## src/rtl/pll_lock_ctrl.sv

```systemverilog
// pll_lock_ctrl: lock sequencer for the behavioural clock multiplier.
//
// Enables the PLL, waits a fixed settle time, then measures the PLL output
// frequency over back-to-back windows of system-clock cycles. It declares lock
// after LOCK_WINDOWS consecutive in-tolerance windows and then gates the
// multiplied clock downstream. It raises a sticky fault after MAX_FAIL
// consecutive bad windows while acquiring.
//
// Optional feature macro: PLL_LOCK_RELOCK_EN
//   defined   - a bad window while locked returns to MEASURE and re-acquires
//   undefined - a bad window while locked goes to FAULT (cleared by en=0)
//
// Ports:
//   clk       in   system clock, rising edge
//   rst_n     in   asynchronous active-low reset
//   en        in   level request to run the PLL
//   pll_clk   in   PLL output clock, asynchronous to clk
//   pll_en    out  PLL enable
//   gate_en   out  clock-gate enable for the multiplied clock
//   locked    out  lock status
//   fault     out  sticky acquisition failure
//   edge_cnt  out  edge count of the last completed window (saturating)
//   state     out  FSM state (OFF=0 SETTLE=1 MEASURE=2 LOCKED=3 FAULT=4)
module pll_lock_ctrl #(
    parameter int WINDOW       = 64,
    parameter int EXPECT       = 8,
    parameter int TOL          = 1,
    parameter int SETTLE       = 32,
    parameter int LOCK_WINDOWS = 3,
    parameter int MAX_FAIL     = 4
) (
    input  logic       clk,
    input  logic       rst_n,
    input  logic       en,
    input  logic       pll_clk,
    output logic       pll_en,
    output logic       gate_en,
    output logic       locked,
    output logic       fault,
    output logic [7:0] edge_cnt,
    output logic [2:0] state
);

    localparam logic [2:0] S_OFF     = 3'd0;
    localparam logic [2:0] S_SETTLE  = 3'd1;
    localparam logic [2:0] S_MEASURE = 3'd2;
    localparam logic [2:0] S_LOCKED  = 3'd3;
    localparam logic [2:0] S_FAULT   = 3'd4;

    localparam int WIN_W  = $clog2(WINDOW);
    localparam int SET_W  = (SETTLE > 1) ? $clog2(SETTLE) : 1;
    localparam int GOOD_W = $clog2(LOCK_WINDOWS + 1);
    localparam int FAIL_W = $clog2(MAX_FAIL + 1);

    localparam logic [WIN_W-1:0]  WIN_LAST    = WIN_W'(WINDOW - 1);
    localparam logic [SET_W-1:0]  SET_LAST    = SET_W'(SETTLE - 1);
    localparam logic [GOOD_W-1:0] GOOD_LAST   = GOOD_W'(LOCK_WINDOWS - 1);
    localparam logic [FAIL_W-1:0] FAIL_LAST   = FAIL_W'(MAX_FAIL - 1);
    // Lower bound clamps at zero rather than wrapping when TOL > EXPECT.
    localparam logic [31:0]       BOUND_LO    = (TOL > EXPECT) ? 32'd0 : 32'(EXPECT - TOL);
    localparam logic [31:0]       BOUND_HI    = 32'(EXPECT + TOL);

    logic [2:0]        pll_sync;   // [0] metastable, [1] synced, [2] previous
    logic              pll_rise;
    logic [WIN_W-1:0]  win_cnt;
    logic [SET_W-1:0]  settle_cnt;
    logic [7:0]        cnt_acc;
    logic [7:0]        win_total;
    logic [GOOD_W-1:0] good_cnt;
    logic [FAIL_W-1:0] fail_cnt;
    logic              terminal;
    logic              win_good;

    // The synchronizer runs in every state so that a level held across the
    // SETTLE->MEASURE boundary is never mistaken for a fresh edge.
    always_ff @(posedge clk or negedge rst_n) begin
        if (!rst_n) pll_sync <= '0;
        else        pll_sync <= {pll_sync[1:0], pll_clk};
    end

    assign pll_rise  = pll_sync[1] & ~pll_sync[2];
    assign terminal  = (win_cnt == WIN_LAST);
    // A rise on the terminal cycle is folded into the window it closes.
    assign win_total = (pll_rise && cnt_acc != 8'hFF) ? cnt_acc + 8'd1 : cnt_acc;
    assign win_good  = (32'(win_total) >= BOUND_LO) && (32'(win_total) <= BOUND_HI);

    always_ff @(posedge clk or negedge rst_n) begin
        if (!rst_n) begin
            state      <= S_OFF;
            settle_cnt <= '0;
            win_cnt    <= '0;
            cnt_acc    <= '0;
            good_cnt   <= '0;
            fail_cnt   <= '0;
            edge_cnt   <= '0;
        end else if (!en) begin
            // edge_cnt intentionally keeps the last completed measurement.
            state      <= S_OFF;
            settle_cnt <= '0;
            win_cnt    <= '0;
            cnt_acc    <= '0;
            good_cnt   <= '0;
            fail_cnt   <= '0;
        end else begin
            case (state)
                S_OFF: begin
                    state      <= S_SETTLE;
                    settle_cnt <= '0;
                end
                S_SETTLE: begin
                    if (settle_cnt == SET_LAST) begin
                        state      <= S_MEASURE;
                        settle_cnt <= '0;
                    end else begin
                        settle_cnt <= settle_cnt + 1'b1;
                    end
                end
                S_MEASURE, S_LOCKED: begin
                    if (terminal) begin
                        win_cnt  <= '0;
                        cnt_acc  <= '0;
                        edge_cnt <= win_total;
                        if (state == S_LOCKED) begin
                            if (!win_good) begin
`ifdef PLL_LOCK_RELOCK_EN
                                state <= S_MEASURE;
`else
                                state <= S_FAULT;
`endif
                                good_cnt <= '0;
                                fail_cnt <= '0;
                            end
                        end else if (win_good) begin
                            fail_cnt <= '0;
                            if (good_cnt == GOOD_LAST) begin
                                state    <= S_LOCKED;
                                good_cnt <= '0;
                            end else begin
                                good_cnt <= good_cnt + 1'b1;
                            end
                        end else begin
                            good_cnt <= '0;
                            if (fail_cnt == FAIL_LAST) begin
                                state    <= S_FAULT;
                                fail_cnt <= '0;
                            end else begin
                                fail_cnt <= fail_cnt + 1'b1;
                            end
                        end
                    end else begin
                        win_cnt <= win_cnt + 1'b1;
                        cnt_acc <= win_total;
                    end
                end
                S_FAULT: state <= S_FAULT;
                default: state <= S_OFF;
            endcase
        end
    end

    assign pll_en  = (state == S_SETTLE) || (state == S_MEASURE) || (state == S_LOCKED);
    assign locked  = (state == S_LOCKED);
    assign gate_en = (state == S_LOCKED);
    assign fault   = (state == S_FAULT);

endmodule

```

## config.mk

```make
export PLATFORM = sky130hd
export DESIGN_NAME = pll_lock_ctrl
export DESIGN_NICKNAME = d
export VERILOG_FILES = /design/src/rtl/pll_lock_ctrl.sv
export SDC_FILE = /design/constraint.sdc
export NUM_CORES = 1
export LEC_CHECK = 0
export ABC_AREA = 1
export CORE_MARGIN = 2
export CORE_UTILIZATION = 55
export CTS_CLUSTER_DIAMETER = 100
export DETAILED_ROUTE_END_ITERATION = 8
export HOLD_SLACK_MARGIN = 0.08
export PLACE_DENSITY = 0.74
export SLEW_MARGIN = 10
export SYNTH_ARGS = -nofsm -noshare
export SYNTH_HDL_FRONTEND = slang
export SYNTH_SLANG_ARGS = --single-unit
```

## constraint.sdc

```tcl
create_clock -name clk -period 2.66 [get_ports clk]
set_input_delay 0.399 -clock clk [delete_from_list [all_inputs] [get_ports clk]]
set_output_delay 0.399 -clock clk [all_outputs]
set_load 0.005 [all_outputs]
```

# Yosys cells after proc, flatten, opt, wreduce, memory -nomap -nowiden

Cells that the tools add are included.

Input bits: 4
Bits in read-only memories: 0
Bits in latches: 0
Memory bits (writable): 0
Memories: 0
Flip-flop bits (word level): 38
Output and inout port bits: 15

Magnitude comparators: 2
Shift operators: 0
Mux-type cells: 33
$mul: 0
$add $sub $neg: 5
Div/mod/pow operators: 0
Equality and inequality tests: 18
Bitwise operators: 2
Reductions and logical operators: 9

Operators by type and width:

| kind                  | count |
|---|---|
| $mux W3               | 15 |
| $mux W8               | 4 |
| $mux W6               | 3 |
| $mux W2               | 7 |
| $pmux W3 S4           | 1 |
| $mux W5               | 2 |
| $pmux W5 S2           | 1 |
| $eq A3 B2 Y1 const B  | 3 |
| $ne A3 B3 Y1 const B  | 3 |
| $add A8 B1 Y8 const B | 1 |
| $ge A8 B3 Y1 const B  | 1 |
| $le A8 B4 Y1 const B  | 1 |
| $ne A4 B4 Y1 const B  | 2 |
| $ne A8 B8 Y1 const B  | 1 |
| $add A6 B1 Y6 const B | 1 |
| $eq A6 B6 Y1 const B  | 1 |
| $reduce_and A3 Y1     | 2 |
| $add A5 B1 Y5 const B | 1 |
| $eq A5 B5 Y1 const B  | 1 |
| $ne A5 B5 Y1 const B  | 1 |
| $reduce_and A5 Y1     | 1 |
| $ne A2 B1 Y1 const B  | 2 |
| $add A3 B1 Y3 const B | 1 |
| $eq A3 B1 Y1 const B  | 1 |
| 10 further kinds      | 12 |

# Logic depth before layout (Yosys ltp)

Word-level depth: 11
Gate-level depth with buffers: 17

# Worst setup path before layout

No wires, ideal clock.

Kind: reg-to-reg
From: reg cnt_acc[0]
To: reg state[1]
Clock period less this slack: 1864 ps
Setup slack: 796 ps
Arrival: 1747 ps
Cell stages (with the launch flop): 18
Buffers on the path: 0
Data required time: 2543 ps
Setup time: 117 ps
Cell sequence: dfrtp_1 -> ha_1 -> nand2_4 -> nor2_4 -> nand2_4 -> nand2_8 -> inv_1 -> nand2_1 -> nand2_2 -> nand2_2 -> nor2_4 -> nand3_4 -> nand2_2 -> nand2_2 -> nand2_4 -> nand2_4 -> nand2_1 -> nand2_1

Longest elaborated chain between the ends: 10

Ends and longest elaborated chain:

| element                                               | RTL line | source |
|---|---|---|
| start: declaration                                    | 67       | `logic [7:0] cnt_acc;` |
| start signal: assignment                              | 152      | `cnt_acc <= win_total;` |
| branches (longest 2 deep; another with $add A8 B1 Y8) | --       |  |
| $mux W8 (*)                                           | 84       | `assign win_total = (pll_rise && cnt_acc != 8'hFF) ? cnt_acc + 8'd1 : cnt_acc;` |
| $ge A8 B3 Y1 / $le A8 B4 Y1 (equally long branches)   | 85       | `assign win_good = (32'(win_total) >= BOUND_LO) && (32'(win_total) <= BOUND_HI);` |
| $logic_and A1 B1 Y1 (*)                               | 85       |  |
| $mux W3                                               | 133      | `end else if (win_good) begin` |
| $mux W3                                               | 123      | `if (state == S_LOCKED) begin` |
| $mux W3                                               | 119      | `if (terminal) begin` |
| $pmux W3 S4                                           | 105      | `case (state)` |
| $mux W3                                               | 96       | `end else if (!en) begin` |
| end signal: assignment                                | 98       | `state <= S_OFF;` |
| end signal: assignment                                | 107      | `state <= S_SETTLE;` |
| end signal: assignment                                | 128      | `state <= S_FAULT;` |
| end: declaration                                      | 41       | `output logic [2:0] state` |

Every way passes the cells marked *. The select of a mux whose other input is x is not followed.
A chain may end at the register's enable or synchronous reset.

# Final worst setup path

From: reg state[1]
To: out locked

Longest elaborated chain between the ends: 1

Ends and longest elaborated chain:

| element                  | RTL line | source |
|---|---|---|
| start signal: assignment | 89       | `state <= S_OFF;` |
| start signal: assignment | 98       |  |
| start signal: assignment | 107      |  |
| $eq A3 B2 Y1             | 162      | `assign locked = (state == S_LOCKED);` |
| end: declaration         | 38       | `output logic locked,` |

Every way passes these cells.

==> results by group <==
Run status
  • Outcome: completed

Worst setup path
  • Reg-to-reg startpoint: cnt_acc[1]
  • CP dominant cell by count: inv_1
  • Reg2reg path depth: 14
  • Critical Path End Type: output port
  • FF-to-FF End: fail_cnt[0]
  • Arr. time, crit path: 2120 ps
  • Critical path type: flip-flop to output port
  • CP Data Required Time: 2260 ps
  • R2R setup slack: 500 ps
  • Startpoint Class: flip-flop
  • Crit-path cells: inv_1 -> nor2_2 -> inv_1 -> nor2_1 -> clkdlybuf4s50_1
  • Crit-path slowest cell: clkdlybuf4s50_1
  • Slowest Stage Delay on Critical Path: around 590 ps
  • Crit-path max FO: 6

Finish
  • Multi-input gate area: 1010 um2
  • Fillers: 314
  • Nets: a little under 300
  • Register cell area after layout: 951 um2
  • Synth-to-layout area growth: 14.8%
  • Fin util: 0.662
  • Share of cells above drive strength 1: 0.151
  • Diodes inserted: 0

STA
  • Min cycle time layout: 2520 ps
  • Fin Setup TNS: 0 ps
  • Unrepaired setup endpoints after global routing: no
  • Worst Skew: 7.26 ps
  • Final Max Slew Viols: 0
  • Worst slew pin tran: 852 ps
  • Slew headroom: 0.432
  • Final hold vios: 0
  • Fin crit share: 0.949
  • Setup Viol. Count Final: 0
  • Maximum clock frequency: 396 MHz

Clocking
  • Root buf cell: clkbuf_8
  • Clk pin slew, worst setup/hold paths: 80 ps
  • CTS H-tree depth: 2
  • CTS Buf Count: 5
  • Hold_buf cts: 0
  • CTS tree: yes
  • CTS resizes: 0
  • # Post-CTS Setup Buffers: 0
  • Worst-Skew Late Latency: roughly 290 ps
  • CTS sink count: 38
  • Clk buf depth: 2

Yosys
  • Ys flop type: dfrtp_1
  • Async SR Flop Fraction: 1.00
  • Mean Syn Cell Area: just over 8 um2
  • #FFs+latches synth: 38
  • Top-count cell post-synth: nand2_1
  • Syn Nets: ~270
  • Post-synthesis cell type count: 32
  • Ys Warns: 0
  • Synth area leaders: dfrtp_1 (45%), nand2_1 (9.2%), inv_1 (6.0%), nand3_1 (4.7%), nand2_2 (4.4%)
  • Seq/Total Area, Yosys: 0.447
  • Leading cell types by count after synthesis: nand2_1 (52), dfrtp_1 (38), inv_1 (34)
  • Post-synth EDFFs: 0
  • Dominant cell type by area after synthesis: dfrtp_1
  • Syn Inst Count: between 200 and 300
  • Synthesized area: 2130 um2
  • Share of the synthesized area in the top cell type: 0.447

Drt
  • Final WL: 4150 um
  • Final ANT Viol Nets: 0
  • Drt pass-1 iters: 4
  • Vias/cell: 5.17
  • WL/cell: 12.5 um
  • Total vias in the final route: around 1700
  • # DRC: 0
  • DRT iter0 DRCs: 136

Die
  • Row count: 22
  • Core ar.: 3690 um2
  • Initial Util: 0.576
  • Die H: about 66 um
  • Ports: 19
  • Die width: roughly 66 um
  • Die area: 4380 um2

Global route
  • Vias in the first global route: 1606
  • First-pass GRT wire length: 7220 um
  • GRT Util Overall: 0.218
  • Antenna violations before repair: 0
  • Total grt overflow: 0
  • Largest net degree at the start of global routing: 39

Pwr
  • Pwr Density: 617 nW/um2
  • Leakage: 1.17 nW
  • Maximum vdd ir drop: 0.390 mV

Hold path
  • Worst hold path class: input pin to asynchronous set/reset pin

Placed design
  • GPL Wtd Cong: 0.839
  • Final HPWL DP: roughly 3000 um
  • # port buffers: 18

Flow run
  • Max cap viols: 0
-- placed cells by master (no fill, tap or decap) --
cell             instances
clkinv_1                 1
nand2_4                  4
clkbuf_8                 6
dfrtp_1                 38
clkinvlp_4               1
nand4_1                  5
inv_1                   34
nand2_2                 15
xor2_1                   3
o22ai_1                  6
o21ai_0                 17
a211oi_1                 1
nor2_4                   5
inv_2                    3
o32ai_1                  1
and2_1                   1
buf_2                    1
o21ai_1                  2
nor2_1                  23
a22o_1                   2
nand3_1                 20
o21ai_2                  1
clkinv_2                 1
a31oi_1                  1
nand2_8                  1
xnor2_1                  1
clkdlybuf4s50_1         17
nor3_1                   6
nor2_2                   3
nand2_1                 52
nand3_4                  1
a21oi_1                  4
ha_1                     5
a32o_1                   1
buf_4                    1
-- per-layer routing --
metal	share of wire	routed length (um)	track usage	up-vias
met1	0.50	2080	0.299	770
met3	0.042	175	0.0409	6
met2	0.44	1840	0.349	43
met4	0.014	59	0.0689	0
met5	0	0	0	-
li1	-	-	-	896
-- worst max path at each step --
stage,from,end,cells after the start,slack (ps)
5_1_grt,state[1],gate_en,5,60
4_1_cts,state[1],gate_en,5,170
2_1_floorplan,cnt_acc[0],state[1],17,800
3_3_place_gp,en,win_cnt[5],7,480
6_report,state[1],locked,5,140
3_5_place_dp,en,win_cnt[5],7,380
-- critical path, delay by kind of cell (launching register included) --
family                 cells  cell delay, ps
buffers and inverters      3             810
flip-flops                 1             460
AND/OR/NAND/NOR            2             560
-- layout make-up --
| type | count | share of cell area |
|---|---|---|
| inverters | 38 | 0.0584 |
| clock inverters | 2 | 0.00513 |
| multi-input cells | 181 | 0.414 |
| clock buffers | 6 | 0.0338 |
| flip-flops and latches | 38 | 0.390 |
| repair buffers | 19 | 0.0748 |
| well taps | 48 | 0.0246 |
-- registers in the layout (all words and copies together) (netlist names) --
| signal | cells |
|---|---|
| cnt_acc | 8 |
| state | 3 |
| fail_cnt | 3 |
| good_cnt | 2 |
| edge_cnt | 8 |
| win_cnt | 6 |
| settle_cnt | 5 |
| pll_sync | 3 |
-- cells by family after synthesis --
family,synth area share
AOI/OAI and AO/OA,0.0995
xor gates and xnor gates,0.0165
adders and majority gates,0.0294
buffers and inverters,0.0777
DFF,0.447
and+or+nand+nor,0.330
-- where the power goes --
group | switching (mW) | leakage, nW | total, mW | internal [mW]
Clock | 0.213 | 0.0472 | 0.422 | 0.209
Combinational | 0.231 | 0.626 | 0.396 | 0.165
Sequential | 0.0562 | 0.500 | 0.688 | 0.632
Total | 0.500 | 1.17 | 1.51 | 1.01
-- stage by stage --
step / std cells / setup slack, ps / instance area (um2) / hold slack [ps] / total power [mW]
global placement: 324 / 484 / 2350 / 333 / 1.09
detailed placement: 324 / 381 / 2350 / 342 / 1.09
floorplan: 260 / 796 / 2130 / 103 / 0.939
global route: 332 / 62.7 / 2440 / 288 / 1.59
finish: 332 / 137 / 2440 / 214 / 1.51
CTS: 332 / 166 / 2440 / 236 / 1.51
Power figures use the tool's default switching activity.
